--- config.mk ---
export PLATFORM = sky130hd
export DESIGN_NAME = spike_isi_encoder_flat
export DESIGN_NICKNAME = d
export VERILOG_FILES = /design/src/rtl/spike_isi_encoder_if.sv /design/src/rtl/spike_isi_encoder.sv /design/src/flat_wrapper.sv
export SDC_FILE = /design/constraint.sdc
export NUM_CORES = 1
export LEC_CHECK = 0
export BUFFER_PORTS_ARGS = -buffer_cell sky130_fd_sc_hd__buf_2
export CAP_MARGIN = 20
export CORE_UTILIZATION = 42
export CTS_BUF_LIST = sky130_fd_sc_hd__clkbuf_2
export CTS_CLUSTER_SIZE = 20
export DETAILED_ROUTE_END_ITERATION = 8
export HOLD_SLACK_MARGIN = 0.1
export PLACE_DENSITY_LB_ADDON = 0.08
export SLEW_MARGIN = 5
export SYNTH_ARGS = -nofsm -noshare
export SYNTH_HDL_FRONTEND = slang
export SYNTH_SLANG_ARGS = --single-unit
--- constraint.sdc ---
create_clock -name clk -period 4.6 [get_ports clk]
set_clock_uncertainty 0.1 [all_clocks]
set_input_delay 0.92 -clock clk [delete_from_list [all_inputs] [get_ports clk]]
set_output_delay 0.92 -clock clk [all_outputs]
set_load 0.05 [all_outputs]
--- src/rtl/spike_isi_encoder_if.sv ---
// Event-stream and status bundle of the spike ISI encoder.
// The master side is the encoder; the slave side feeds spikes and consumes events.
interface spike_isi_encoder_if #(
  parameter int unsigned ISI_W  = 8,
  parameter int unsigned RATE_W = 8
);
  logic              spike;
  logic              out_ready;
  logic              out_valid;
  logic [ISI_W-1:0]  out_isi;
  logic              out_sat;
  logic              out_first;
  logic [RATE_W-1:0] rate;
  logic              rate_valid;
  logic [7:0]        drop_cnt;
  logic              overflow;

  modport master (
    input  spike, out_ready,
    output out_valid, out_isi, out_sat, out_first, rate, rate_valid, drop_cnt, overflow
  );

  modport slave (
    output spike, out_ready,
    input  out_valid, out_isi, out_sat, out_first, rate, rate_valid, drop_cnt, overflow
  );
endinterface

--- src/rtl/spike_isi_encoder.sv ---
// Turns a 1-bit spike train into queued inter-spike-interval events and a windowed
// firing-rate sample.
module spike_isi_encoder #(
  parameter int unsigned ISI_W  = 8,
  parameter int unsigned DEPTH  = 4,
  parameter int unsigned WIN    = 256,
  parameter int unsigned RATE_W = 8
) (
  input logic clk,
  input logic rst,
  spike_isi_encoder_if.master io_bus
);
  localparam int unsigned AW = $clog2(DEPTH);
  localparam int unsigned WW = $clog2(WIN);
  localparam int unsigned EW = ISI_W + 2;
  localparam logic [ISI_W-1:0]  IsiMax  = '1;
  localparam logic [RATE_W-1:0] RateMax = '1;

  logic [ISI_W-1:0]  r_isi;
  logic              r_armed;
  logic [EW-1:0]     r_mem [DEPTH];
  logic [AW:0]       r_wr;
  logic [AW:0]       r_rd;
  logic [7:0]        r_drop_cnt;
  logic              r_overflow;
  logic [WW-1:0]     r_win;
  logic [RATE_W-1:0] r_cnt;
  logic [RATE_W-1:0] r_rate;
  logic              r_rate_valid;

  logic              w_empty;
  logic              w_full;
  logic              w_pop;
  logic              w_push;
  logic              w_drop;
  logic [EW-1:0]     w_event;
  logic [EW-1:0]     w_head;
  logic              w_win_last;
  logic [RATE_W-1:0] w_cnt_inc;

  // Extra pointer bit separates full from empty.
  assign w_empty    = (r_wr == r_rd);
  assign w_full     = ((r_wr - r_rd) == (AW + 1)'(DEPTH));
  assign w_pop      = !w_empty && io_bus.out_ready;
  assign w_push     = io_bus.spike && (!w_full || w_pop);
  assign w_drop     = io_bus.spike && w_full && !w_pop;
  assign w_event    = {r_armed, (r_isi == IsiMax), r_isi};
  assign w_head     = r_mem[r_rd[AW-1:0]];
  assign w_win_last = (r_win == WW'(WIN - 1));
  assign w_cnt_inc  = (io_bus.spike && (r_cnt != RateMax)) ? r_cnt + 1'b1 : r_cnt;

  always_ff @(posedge clk or posedge rst) begin
    if (rst) begin
      r_isi   <= '0;
      r_armed <= 1'b1;
    end else if (io_bus.spike) begin
      r_isi   <= ISI_W'(1);
      r_armed <= 1'b0;
    end else if (r_isi != IsiMax) begin
      r_isi   <= r_isi + 1'b1;
    end
  end

  // Storage needs no reset: the pointers alone define which entries are live.
  always_ff @(posedge clk) begin
    if (w_push) r_mem[r_wr[AW-1:0]] <= w_event;
  end

  always_ff @(posedge clk or posedge rst) begin
    if (rst) begin
      r_wr <= '0;
      r_rd <= '0;
    end else begin
      if (w_push) r_wr <= r_wr + 1'b1;
      if (w_pop)  r_rd <= r_rd + 1'b1;
    end
  end

  always_ff @(posedge clk or posedge rst) begin
    if (rst) begin
      r_drop_cnt <= '0;
      r_overflow <= 1'b0;
    end else if (w_drop) begin
      if (r_drop_cnt != 8'hff) r_drop_cnt <= r_drop_cnt + 1'b1;
      r_overflow <= 1'b1;
    end
  end

  // A spike on the last window cycle is folded into the closing sample.
  always_ff @(posedge clk or posedge rst) begin
    if (rst) begin
      r_win        <= '0;
      r_cnt        <= '0;
      r_rate       <= '0;
      r_rate_valid <= 1'b0;
    end else if (w_win_last) begin
      r_win        <= '0;
      r_cnt        <= '0;
      r_rate       <= w_cnt_inc;
      r_rate_valid <= 1'b1;
    end else begin
      r_win        <= r_win + 1'b1;
      r_cnt        <= w_cnt_inc;
      r_rate_valid <= 1'b0;
    end
  end

  always_comb begin
    io_bus.out_valid  = !w_empty;
    io_bus.out_isi    = w_empty ? '0 : w_head[ISI_W-1:0];
    io_bus.out_sat    = w_empty ? 1'b0 : w_head[ISI_W];
    io_bus.out_first  = w_empty ? 1'b0 : w_head[ISI_W+1];
    io_bus.rate       = r_rate;
    io_bus.rate_valid = r_rate_valid;
    io_bus.drop_cnt   = r_drop_cnt;
    io_bus.overflow   = r_overflow;
  end
endmodule

--- src/flat_wrapper.sv ---
// flat-port wrapper written by rule: the top's interface ports become plain ports
module spike_isi_encoder_flat 
#(
  parameter int unsigned ISI_W  = 8,
  parameter int unsigned DEPTH  = 4,
  parameter int unsigned WIN    = 256,
  parameter int unsigned RATE_W = 8
)
  (clk, rst, io_bus_spike, io_bus_out_ready, io_bus_out_valid, io_bus_out_isi, io_bus_out_sat, io_bus_out_first, io_bus_rate, io_bus_rate_valid, io_bus_drop_cnt, io_bus_overflow);
  spike_isi_encoder_if #(.ISI_W(ISI_W), .RATE_W(RATE_W)) io_bus_i ();
  input logic clk;
  input logic rst;
  input wire logic [$bits(io_bus_i.spike)-1:0] io_bus_spike;
  input wire logic [$bits(io_bus_i.out_ready)-1:0] io_bus_out_ready;
  output wire logic [$bits(io_bus_i.out_valid)-1:0] io_bus_out_valid;
  output wire logic [$bits(io_bus_i.out_isi)-1:0] io_bus_out_isi;
  output wire logic [$bits(io_bus_i.out_sat)-1:0] io_bus_out_sat;
  output wire logic [$bits(io_bus_i.out_first)-1:0] io_bus_out_first;
  output wire logic [$bits(io_bus_i.rate)-1:0] io_bus_rate;
  output wire logic [$bits(io_bus_i.rate_valid)-1:0] io_bus_rate_valid;
  output wire logic [$bits(io_bus_i.drop_cnt)-1:0] io_bus_drop_cnt;
  output wire logic [$bits(io_bus_i.overflow)-1:0] io_bus_overflow;
  assign io_bus_i.spike = io_bus_spike;
  assign io_bus_i.out_ready = io_bus_out_ready;
  assign io_bus_out_valid = io_bus_i.out_valid;
  assign io_bus_out_isi = io_bus_i.out_isi;
  assign io_bus_out_sat = io_bus_i.out_sat;
  assign io_bus_out_first = io_bus_i.out_first;
  assign io_bus_rate = io_bus_i.rate;
  assign io_bus_rate_valid = io_bus_i.rate_valid;
  assign io_bus_drop_cnt = io_bus_i.drop_cnt;
  assign io_bus_overflow = io_bus_i.overflow;
  spike_isi_encoder #(.ISI_W(ISI_W), .DEPTH(DEPTH), .WIN(WIN), .RATE_W(RATE_W)) u_core (.clk(clk), .rst(rst), .io_bus(io_bus_i));
endmodule
==> flow_summary.ini, run 1 <==
[synth]
synth_enable_flop_cells = 40
async_reset_ff_frac = 0.551
synth_nets = 296
syn_inst = 281
ys_types = 41
synth_seq_cells = 89
ys_warn_count = 0
ys.flop_type = dfrtp_1
synth_area_per_cell_um2 = 13.6
ys_seq_area_frac = 0.633
syn_area_um2 = 3830

[die]
die-area_um2 = 9510
core_um2 = 8760
top_level_ports = 33
initial_core_util = 0.437
die_w_um = 97.5
die_y_um = 97.5
row_count = 34

[final_layout]
fin_nets = 334
drive_gt1_frac = 0.216
final_util = 0.481
insertedDiodeCount = 0
areaGrowthSynthToFinish_pct = 9.92

[critical_path]
r2r-start = u_core.r_rd[0]$_DFFE_PP0N_
crit_path_end_kind = output port
rr_endpoint = u_core.r_mem[2][1]$_DFFE_PP_
crit_arrival_ns = 2.57
path_max_fanout = 13
r2r_slack_ns = 1.82
crit_type = flop to output port
cp.required_ns = 3.58
cp-start-kind = flop
rr_worst_depth = 6

[clock_tree]
cts_sinks = 89
cts-root-buf = clkbuf_2
holdBufCountCts = 0
cts_resized = 0
clock_latency_ns = 0.54
cts_buffers = 9
path_clk_slew_ns = 0.24
cts_max_level = 3
clk_path_buf_depth = 2
postCtsSetupBuffers = 0
cts_tree = built

[detailed_routing]
via_per_inst = 5.09
finalWirelength_um = 6430
drc = 0
first_iter_violations = 32
vias = 2199
wl_per_cell_um = 14.9
firstDrtPassIters = 4
ant_nets = 0

[sta]
worst_pin_slew_ns = 0.746
min_period_over_period = 0.781
drv_slew = 0
min_period_ns = 3.59
max_freq_ghz = 0.278
report.final.hold_viol_count = 0
fin_setup_tns_ns = 0
relSlewSlack = 0.503
rsz0062_at_grt = false
setup_violations = 0

[place]
gp_congestion = 0.730
portBuffers = 32
dpl.hpwl_um = 4190

[grt]
grt_overflow_total = 0
grt_antenna_before_repair = 0
grt_start_max_net_pins = 50
first_global_vias = 2235
grt_pass1_wl_um = 10900
grt_use_total = 0.150

[run]
maxCapViolCount = 0

[worst_hold_path]
hp-class = input pin to asynchronous set/reset pin

[pwr]
p_leak_nw = 1.76
p_per_area_nw_per_um2 = 594
ir_drop_mv = 0.295

[status]
status = finished, final reports clean
[kinds of logic (layout without fill, tap and decap cells)]
logic type               after synthesis  in the layout  share of synthesized area
buffers and inverters                 17             60                     0.0170
multiplexers                          19             19                     0.0868
flip-flops                            89             89                      0.633
adder cells (fa/ha/maj)               11             11                     0.0359
XOR/XNOR                              21             21                     0.0480
AND/OR/NAND/NOR                       98             98                      0.132
AO/OA/AOI/OAI                         26             26                     0.0470
[worst max-delay path: stages, from the launching register on]
cell     delay, ns
dfrtp_1       0.88
ha_1          0.36
nand3_1       0.34
and2_1        0.21
buf_2         0.26
[Yosys cell counts, types with 2 or more instances]
| master | number | area (um2) |
|---|---|---|
| nand4_1 | 5 | 31.3 |
| o21ai_0 | 11 | 55.1 |
| nand3_1 | 12 | 60.1 |
| nand2_1 | 24 | 90.1 |
| buf_1 | 2 | 7.51 |
| clkbuf_1 | 4 | 15.0 |
| nor2_1 | 21 | 78.8 |
| xor2_1 | 10 | 87.6 |
| and2_1 | 16 | 100 |
| xnor2_1 | 11 | 96.3 |
| and3_1 | 6 | 37.5 |
| mux2_4 | 3 | 45.0 |
| nand2b_1 | 3 | 18.8 |
| inv_1 | 10 | 37.5 |
| a21oi_1 | 5 | 25.0 |
| nand3_2 | 2 | 20.0 |
| mux2i_1 | 4 | 40.0 |
| and4_1 | 2 | 17.5 |
| nor3_1 | 2 | 10.0 |
| nor2b_1 | 2 | 12.5 |
| dfrtp_1 | 48 | 1200 |
| ha_1 | 11 | 138 |
| mux4_2 | 10 | 225 |
| edfxtp_1 | 40 | 1200 |
[stage by stage]
stage                     power, mW  worst slack, ns  instances  hold slack, ns  cell area (um2)
after floorplan                1.98             1.28        281           0.324             3830
after global placement         2.20             1.61        415           0.340             4110
after detailed placement       2.22             1.52        415           0.341             4110
after CTS                      2.54            0.866        431           0.369             4190
after global routing           2.66            0.714        432           0.119             4210
final                          2.50             1.01        432           0.163             4210
[sequential cells by signal, summed over array words and instances, names as in the netlist]
register	flops
u_core.r_armed	1
u_core.r_cnt	8
u_core.io_bus.drop_cnt	8
u_core.r_wr	3
u_core.io_bus.rate	8
u_core.r_win	8
u_core.r_isi	8
u_core.r_mem	40
u_core.io_bus.rate_valid	1
u_core.r_rd	3
u_core.io_bus.overflow	1
[layout by cell type, fill, tap and decap left out, types with 10 or more instances in the layout]
cell	n
dfrtp_1	48
edfxtp_1	40
buf_2	32
nand2_1	24
nor2_1	21
and2_1	16
nand3_1	12
xnor2_1	11
o21ai_0	11
ha_1	11
xor2_1	10
mux4_2	10
clkbuf_2	10
[per-layer routing]
layer  vias to the layer above  global-route usage  wire (um)
met3                        12              0.0374        216
met1                      1076               0.204       3210
met4                         0              0.0803        146
met5                         -                   0          0
met2                        32               0.222       2860
li1                       1079                   -          -
[report_power, final]
| group | internal, mW | switching [mW] | total (mW) |
|---|---|---|---|
| sequential | 0.996 | 0.138 | 1.13 |
| combinational | 0.355 | 0.691 | 1.05 |
| clock | 0.0675 | 0.255 | 0.323 |
| total | 1.42 | 1.08 | 2.50 |
[cell type report]
class,instances,area [um2]
Inverter,10,37.5
Fill cell,807,4550
Timing Repair Buffer,34,188
Tap cell,108,135
Multi-Input combinational cell,175,1340
Clock inverter,6,35.0
Sequential cell,89,2430
Clock buffer,10,50.0
[how the worst max path moves through the flow]
stage / startpoint / endpoint / slack (ns) / depth (start not counted)
after floorplan: u_core.r_rd[1]$_DFFE_PP0N_ / io_bus_out_isi[0] / 1.28 / 6
after global placement: u_core.r_rd[0]$_DFFE_PP0N_ / io_bus_out_isi[3] / 1.61 / 4
after detailed placement: u_core.r_rd[0]$_DFFE_PP0N_ / io_bus_out_isi[0] / 1.52 / 4
after CTS: u_core.r_rd[0]$_DFFE_PP0N_ / io_bus_out_isi[0] / 0.87 / 4
after global routing: u_core.r_rd[0]$_DFFE_PP0N_ / io_bus_out_isi[0] / 0.71 / 4
final: u_core.r_rd[0]$_DFFE_PP0N_ / io_bus_out_isi[0] / 1.01 / 4
No activity file was read; power rests on OpenSTA's default activity.
==> inputs of run 2 (changes only) <==
==> constraint.sdc (replaced) <==
create_clock -name clk -period 3.7 [get_ports clk]
set_clock_uncertainty 0.1 [all_clocks]
set_input_delay 0.74 -clock clk [delete_from_list [all_inputs] [get_ports clk]]
set_output_delay 0.74 -clock clk [all_outputs]
set_load 0.05 [all_outputs]
==> flow_summary.ini, run 2 (synthesis results as in run 1) <==
[detailed_routing]
vias = 2212
ant_nets = 0
wl_met1_um = 3100
drc = 0
top_layer = met4
wl_per_cell_um = 14.7
firstDrtPassIters = 4
route.met2.wl_um = 2950
wl_met3_um = 235
via_per_inst = 5.10
first_iter_violations = 59
finalWirelength_um = 6400

[critical_path]
crit_path_end_kind = output port
r2r_slack_ns = 1.03
crit_family = flip-flops
crit_arrival_ns = 2.48
cp.required_ns = 2.86
cpPeakStageDelay_ns = 0.74
crit_slowest_cell = dfrtp_1
worstPathCellList = inv_1 > ha_1 > nand3_1 > and2_1 > buf_2
crit_buf_inv = 2
path_max_fanout = 13
crit_type = flop to output port
cp-start-kind = flop

[sta]
hold_ws_ns = 0.363
min_period_over_period = 0.897
drv_slew = 0
report.final.hold_viol_count = 0
min_period_ns = 3.32
setup_violations = 0
setup_slack_ns = 0.379
rsz0062_at_grt = false
max_freq_ghz = 0.301
fin_setup_tns_ns = 0
worst_pin_slew_ns = 0.547
relSlewSlack = 0.635

[final_layout]
fin_cells = 434
seqCellArea_um2 = 2430
fillers = 776
final_util = 0.488
multi_input_area_um2 = 1340
final_common_cell = dfrtp_1
areaGrowthSynthToFinish_pct = 11.6
insertedDiodeCount = 0
final_cell_mix = dfrtp_1, edfxtp_1, buf_2
drive_gt1_frac = 0.218
largest_reg_flops = 40
fin_area_um2 = 4280
fin_nets = 336

[pwr]
swShare = 0.414
clockPowerShare = 0.166
seqPwrFrac = 0.424
p_per_area_nw_per_um2 = 764
p_int_mw = 1.92
p_switching_mw = 1.35
combinationalPowerShare = 0.410
p_leak_nw = 1.81
ir_drop_mv = 0.420
power_mw = 3.27

[grt]
grt_use_total = 0.151
grt_antenna_before_repair = 0
grt_overflow_total = 0
first_global_vias = 2243
grt_pass1_wl_um = 11000
grt_start_max_net_pins = 50

[clock_tree]
cts_sinks = 89
cts-root-buf = clkbuf_2
cts_resized = 0
clock_latency_ns = 0.53
path_clk_slew_ns = 0.26
cts_buffers = 9
cts_tree = built
clk_path_buf_depth = 2
cts_max_level = 3

[place]
placed_area_um2 = 4120
gp_congestion = 0.749
dpl.hpwl_um = 4220
dp_cells = 416
portBuffers = 32
post-place-ws_ns = 0.902

[die]
die_y_um = 97.5
core_um2 = 8760
initial_core_util = 0.437
die_w_um = 97.5
die-area_um2 = 9510
row_count = 34
top_level_ports = 33

[run]
maxCapViolCount = 0

[worst_hold_path]
hp-class = flop to flop

[status]
status = finished, final reports clean
run 2: cell types whose count changed in the layout (fill, tap and decap cells not counted):
cell	delta
buf_4	+1
bufinv_16	+2
clkinv_2	+1
clkinvlp_2	-1
clkinvlp_4	-3
dlygate4sd3_1	+1
inv_6	+1
run 2: what timing repair did:
action,in CTS,in global routing
buffers inserted,0,0
hold endpoints to repair,0,16
hold buffers,0,1
run 2: power groups by stage:
stage	logic [mW]	clock network (mW)	registers [mW]
final	1.34	0.543	1.39
after global routing	1.45	0.603	1.42
after CTS	1.36	0.562	1.39
after detailed placement	1.36	0	1.41
after global placement	1.35	0	1.41
after floorplan	1.05	0	1.41
run 2: worst paths after layout:
check / start / cells after the start / endpoint
worst min register to register: u_core.r_win[0]$_DFF_PP0_ / 1 / u_core.r_win[0]$_DFF_PP0_
min in group asynchronous: rst / 3 / u_core.r_win[4]$_DFF_PP0_
worst max register to register: u_core.r_rd[1]$_DFFE_PP0N_ / 7 / u_core.r_mem[1][7]$_DFFE_PP_
max in group asynchronous: rst / 4 / u_core.r_armed$_DFFE_PP1P_
worst min-delay path: u_core.r_win[0]$_DFF_PP0_ / 1 / u_core.r_win[0]$_DFF_PP0_
worst max-delay path: u_core.r_rd[1]$_DFFE_PP0N_ / 5 / io_bus_out_isi[4]
run 2: layout make-up:
type                    instances  share of cell area
well taps                     108              0.0316
repair buffers                 36              0.0480
clock buffers                  10              0.0117
multi-input cells             175               0.313
clock inverters                 6              0.0190
flip-flops and latches         89               0.568
inverters                      10             0.00877
run 2: routing by layer:
layer  up-vias  track usage
met3        10       0.0367
met4         0       0.0747
met5         -            0
met1      1089        0.199
met2        35        0.235
li1       1078            -
run 2: worst register-to-register path: cells and delay by family, from the launching register on:
family | cells | cell delay (ns)
AOI/OAI and AO/OA | 1 | 0.09
adders and majority gates | 1 | 0.21
buffers and inverters | 1 | 0.09
DFF | 1 | 0.74
and+or+nand+nor | 4 | 1.08
